--- src/rtl/mips_pkg.sv ---
// Shared sizing for the CPU data-side blocks: store buffer depth, address and word widths.
// The count width helper lets each instance size its own count from its DEPTH.
package mips_pkg;
  localparam int SB_DEPTH = 4;
  localparam int SB_AW    = 32;
  localparam int WORD_W   = 32;

  // Count must reach DEPTH itself, hence one bit wider than a pointer.
  function automatic int cnt_w(input int depth);
    return $clog2(depth) + 1;
  endfunction

  localparam int SB_CW = cnt_w(SB_DEPTH);
endpackage

--- src/rtl/sbuf_fwd.sv ---
// Youngest-match search over the store buffer entries, walked oldest to youngest from the read pointer.
// A later match overwrites an earlier one, so the result is always the most recent store to the word.
module sbuf_fwd import mips_pkg::*; #(
  parameter int DEPTH = SB_DEPTH,
  parameter int WAW   = SB_AW - 2,
  parameter int DW    = WORD_W
) (
  input  logic [DEPTH-1:0][WAW-1:0]   i_addr,
  input  logic [DEPTH-1:0][DW-1:0]    i_data,
  input  logic [DEPTH-1:0]            i_vld,
  input  logic [$clog2(DEPTH)-1:0]    i_rd_ptr,
  input  logic [WAW-1:0]              i_key,
  output logic                        o_hit,
  output logic [DW-1:0]               o_data
);
  localparam int PW = $clog2(DEPTH);

  logic [PW-1:0] w_idx;

  always_comb begin
    o_hit  = 1'b0;
    o_data = '0;
    w_idx  = '0;
    for (int k = 0; k < DEPTH; k++) begin
      w_idx = i_rd_ptr + PW'(k);
      if (i_vld[w_idx] && (i_addr[w_idx] == i_key)) begin
        o_hit  = 1'b1;
        o_data = i_data[w_idx];
      end
    end
  end
endmodule

--- src/rtl/store_buffer.sv ---
// In-order store buffer between the CPU and data memory: drains one store per idle cycle,
// yields the memory port to loads, and forwards buffered data to matching loads.
module store_buffer import mips_pkg::*; #(
  parameter int DEPTH = SB_DEPTH,
  parameter int AW    = SB_AW
) (
  input  logic              clk,
  input  logic              rst,
  input  logic              st_req,
  input  logic [AW-1:0]     st_addr,
  input  logic [WORD_W-1:0] st_data,
  input  logic              ld_req,
  input  logic [AW-1:0]     ld_addr,
  output logic [WORD_W-1:0] ld_data,
  output logic              st_stall,
  output logic              mem_w_en,
  output logic [AW-1:0]     mem_address,
  output logic [WORD_W-1:0] mem_wdata,
  input  logic [WORD_W-1:0] mem_rdata,
  output logic              empty,
  output logic              full
);
  localparam int CW  = cnt_w(DEPTH);
  localparam int PW  = CW - 1;
  localparam int WAW = AW - 2;

  logic [DEPTH-1:0][WAW-1:0]    r_addr;
  logic [DEPTH-1:0][WORD_W-1:0] r_data;
  logic [PW-1:0]                r_rd_ptr;
  logic [PW-1:0]                r_wr_ptr;
  logic [CW-1:0]                r_cnt;

  logic              w_drain;
  logic              w_accept;
  logic [DEPTH-1:0]  w_vld;
  logic              w_hit;
  logic [WORD_W-1:0] w_fwd_data;
  logic              w_unused;

  assign w_unused = ^st_addr[1:0];

  assign empty    = (r_cnt == '0);
  assign full     = (r_cnt == CW'(DEPTH));
  assign w_drain  = !empty && !ld_req;
  // When full, the drain frees the slot the new store lands in on the same edge.
  assign w_accept = st_req && (!full || w_drain);
  assign st_stall = st_req && full && ld_req;

  assign mem_w_en    = w_drain;
  assign mem_address = ld_req  ? ld_addr :
                       w_drain ? {r_addr[r_rd_ptr], 2'b00} : '0;
  assign mem_wdata   = w_drain ? r_data[r_rd_ptr] : '0;

  always_comb begin
    w_vld = '0;
    for (int i = 0; i < DEPTH; i++)
      w_vld[i] = {1'b0, PW'(i) - r_rd_ptr} < r_cnt;
  end

  sbuf_fwd #(.DEPTH(DEPTH), .WAW(WAW), .DW(WORD_W)) u_fwd (
    .i_addr   (r_addr),
    .i_data   (r_data),
    .i_vld    (w_vld),
    .i_rd_ptr (r_rd_ptr),
    .i_key    (ld_addr[AW-1:2]),
    .o_hit    (w_hit),
    .o_data   (w_fwd_data)
  );

  assign ld_data = (ld_req && w_hit) ? w_fwd_data : mem_rdata;

  always_ff @(posedge clk) begin
    if (w_accept) begin
      r_addr[r_wr_ptr] <= st_addr[AW-1:2];
      r_data[r_wr_ptr] <= st_data;
    end
  end

  always_ff @(posedge clk) begin
    if (rst) begin
      r_rd_ptr <= '0;
      r_wr_ptr <= '0;
      r_cnt    <= '0;
    end else begin
      if (w_accept) r_wr_ptr <= r_wr_ptr + 1'b1;
      if (w_drain)  r_rd_ptr <= r_rd_ptr + 1'b1;
      case ({w_accept, w_drain})
        2'b10:   r_cnt <= r_cnt + 1'b1;
        2'b01:   r_cnt <= r_cnt - 1'b1;
        default: r_cnt <= r_cnt;
      endcase
    end
  end
endmodule
--- config.mk ---
export PLATFORM = sky130hd
export DESIGN_NAME = store_buffer
export DESIGN_NICKNAME = d
export VERILOG_FILES = /design/src/rtl/mips_pkg.sv /design/src/rtl/sbuf_fwd.sv /design/src/rtl/store_buffer.sv
export SDC_FILE = /design/constraint.sdc
export NUM_CORES = 1
export LEC_CHECK = 0
export CAP_MARGIN = 20
export CORE_ASPECT_RATIO = 1.5
export CORE_MARGIN = 2
export CORE_UTILIZATION = 60
export CTS_BUF_LIST = sky130_fd_sc_hd__clkbuf_8
export DETAILED_ROUTE_END_ITERATION = 8
export GPL_TIMING_DRIVEN = 0
export PLACE_DENSITY = 0.86
export SLEW_MARGIN = 10
export SYNTH_ARGS = -nofsm -noshare
export SYNTH_HDL_FRONTEND = slang
export SYNTH_SLANG_ARGS = --single-unit
--- constraint.sdc ---
create_clock -name clk -period 17.7 [get_ports clk]
set_input_delay 3.54 -clock clk [delete_from_list [all_inputs] [get_ports clk]]
set_output_delay 3.54 -clock clk [all_outputs]
set_load 0.005 [all_outputs]
==> results.yml <==
outcome:
  status: "completed"
critical_path:
  r2r-end: "r_rd_ptr[1]"
  r2r_slack_ns: 13.60
  reg2reg_from: "r_rd_ptr[1]"
  reg2reg_depth: 11
  setup.worst_path.end: "ld_data[31]"
  cp_max_fo: 10
  cp_slowest_cell: "buf_1"
  worst-endpoint-required_ns: 14.16
  crit_path_start: "r_rd_ptr[1]"
  crit_path_end_kind: "output port"
  crit_chain: "buf_6 -> buf_2 -> buf_4 -> buf_2 -> buf_2 -> clkbuf_1 -> clkbuf_1 -> buf_1 -> xnor2_1 -> inv_1 -> ha_1 -> nor2_1 -> mux4_2 -> o2111ai_1 -> nor4_1 -> nand4_1 -> and3_1 -> inv_1 -> clkbuf_1 -> o22ai_1 -> o31ai_1 -> clkdlybuf4s50_1"
  worstSetupPathType: "flop to output port"
  crit_path_max_incr_delay_ns: 0.60
  critPathArrivalTime_ns: 8.66
  cp-start-kind: "flop"
layout:
  layout_commonest_cell: "edfxtp_1"
  drive_gt1_share_pct: 18.6
  design_area_um2: 20600
  final_util_pct: 73.3
  areaGrowthSynthToFinish_pct: 19.9
  n_fill_cell: 1855
  layout_common_cells: "edfxtp_1, clkdlybuf4s50_1, mux2i_1"
  nNetsFinal: 1764
synthesis:
  yosysWarnings: 0
  synth-main-ff-cell: "edfxtp_1"
  syn-num-nets: 1518
  ys_types: 63
  synth.avg_cell_area_um2: 12.5
  yosysTopAreaCell: "edfxtp_1"
  synth_edf_count: 248
  synth-seq-area-share_pct: 44.2
  yosysTopAreaCellShare_pct: 43.4
  ys_ff_latch: 255
  async_flop_share_pct: 0
  syn_inst: 1377
  ys_top_cells_by_area: "edfxtp_1, mux4_2, mux2i_1"
  synth.cell_area_um2: 17200
sta:
  clock.fmax_ghz: 0.0819
  drv_slew: 0
  final.setup_skew_ns: 0.0337
  slew_headroom_pct: 28.5
  fin_crit_sh_pct: 68.9
  rsz0062_at_grt: "false"
  timing_hold_violations_final: 0
  worst_pin_slew_ns: 1.07
  final-setup-viol-count: 0
  fin_crit_ns: 12.20
  final.setup.tns_ns: 0
hold_path:
  hold_path_class: "flop to flop"
floorplanning:
  initial_core_util_pct: 61.1
  die_w_um: 142
  io_pins: 232
  rows: 75
  core_area_um2: 28100
  die_height_um: 211
  die-area_um2: 30000
clock_network:
  cts-resized-gates: 0
  clkSinkCount: 255
  cts_tree: "done"
  postCtsHoldBufs: 0
  clk_latency_ns: 0.58
  clk_pin_slew_ns: 0.07
  cts_setup_buffers: 0
  clock_path_buffers: 3
  cts_root_buf: "clkbuf_8"
  cts_made_buffers: 40
  cts_max_level: 2
grt:
  overflow: 0
  grt_antenna_before_repair: 3
  grt_pass1_wl_um: 85200
  grt_max_degree: 46
  first_global_vias: 14200
  grt_usage_pct: 38.9
detailed_routing:
  wire_per_inst_um: 29.2
  vias: 14000
  drtIter0Drc: 1748
  drcViolationCount: 0
  firstDrtPassIters: 5
  drt-vias-per-instance: 7.01
  drt-total-wl_um: 58500
  ant_nets: 0
place:
  gp_congestion: 1.05
  dp_hpwl_um: 42700
  portBuffers: 200
  place_area_um2: 19700
power_and_ir_drop:
  power_density_nw_per_um2: 131
  leakage_nw: 6.72
  irDropWorstVdd_v: 0.000105
flow_run:
  drv_cap: 0
-- Yosys cell counts (2+ instances only) --
cell	instances
a211oi_1	11
or2_2	2
xor2_1	31
mux2i_1	122
buf_2	23
ha_1	8
clkbuf_1	76
o21a_1	2
buf_1	13
o31ai_1	23
o31ai_2	7
clkbuf_2	2
buf_4	10
nand3_1	3
mux2_2	49
mux4_1	7
a211oi_2	28
o2111ai_1	5
nor2_1	108
o22ai_1	30
nand2_1	88
o32ai_1	4
buf_6	10
inv_1	11
and3_1	26
nand4b_1	2
mux4_2	104
and2_1	31
edfxtp_1	248
nor4_1	14
dfxtp_1	7
a21oi_1	41
a31oi_1	3
nand2b_1	2
o21ai_0	25
xnor2_1	94
nor4b_2	2
nor3b_1	6
a32o_1	12
nand4_1	14
nor3_1	38
a22o_1	14
-- stage by stage --
stage | total power, mW | hold slack [ns] | std cells | worst slack, ns
2_1_floorplan | 1.65 | 0.485 | 1377 | 8.39
3_3_place_gp | 2.10 | 0.505 | 1923 | 6.38
3_5_place_dp | 2.13 | 0.557 | 1927 | 6.42
4_1_cts | 2.68 | 0.566 | 1997 | 5.78
5_1_grt | 2.79 | 0.599 | 2000 | 5.46
6_report | 2.70 | 0.563 | 2000 | 5.50
-- report_power, final --
| part | internal [mW] | leakage, nW | switching (mW) |
|---|---|---|---|
| Combinational | 0.619 | 3.93 | 0.771 |
| Sequential | 0.723 | 2.33 | 0.0332 |
| Clock | 0.318 | 0.458 | 0.236 |
-- flip-flops by register name (all words and copies together), names as in the netlist --
name and flops:
r_data 128, r_addr 120, r_cnt 3, r_rd_ptr 2, r_wr_ptr 2
-- cell families after synthesis --
logic type | after synthesis | synth area share [%]
AOI/OAI and AO/OA | 219 | 10.0
xor gates and xnor gates | 125 | 6.38
adders and majority gates | 9 | 0.700
buffers and inverters | 146 | 4.10
DFF | 255 | 44.2
muxes | 282 | 25.1
and+or+nand+nor | 341 | 9.51
-- per-layer routing --
metal,share of wire (%),vias to the layer above,wire (um),track usage (%)
met2,50,1096,29300,66.6
met4,8.7,0,5080,29.7
met3,9.4,297,5500,6.87
met1,32,6767,18600,42.8
li1,-,5854,-,-
met5,0,-,0,0
-- worst min path at each step --
| stage | start | to | depth (start not counted) |
|---|---|---|---|
| after floorplan | r_cnt[1] | r_cnt[1] | 2 |
| after global placement | r_cnt[1] | r_cnt[1] | 2 |
| after detailed placement | r_wr_ptr[1] | r_wr_ptr[1] | 2 |
| after CTS | r_wr_ptr[1] | r_wr_ptr[1] | 2 |
| after global routing | r_cnt[1] | r_cnt[1] | 2 |
| final | r_wr_ptr[1] | r_wr_ptr[1] | 2 |
-- worst max-delay path, delay by kind of cell (launching register included) --
kind	cells	cell delay, ns
AOI/OAI and AO/OA	3	0.84
xor gates and xnor gates	1	0.23
adders and majority gates	1	0.29
buffers and inverters	12	4.41
DFF	1	0.49
muxes	1	0.25
and+or+nand+nor	4	1.52
-- area by class of cell --
type                            instances  area [um2]  share of cell area [%]
Clock inverter                         29         305                    1.48
Timing Repair Buffer                  204        2100                    10.2
Clock buffer                           41         564                    2.74
Multi-Input combinational cell        976        8880                    43.1
Inverter                               11        41.3                   0.201
Sequential cell                       255        7590                    36.9
Antenna cell                            3        7.51                  0.0365
Buffer                                135         662                    3.22
Tap cell                              346         433                    2.10
No activity file was read; power rests on OpenSTA's default activity.
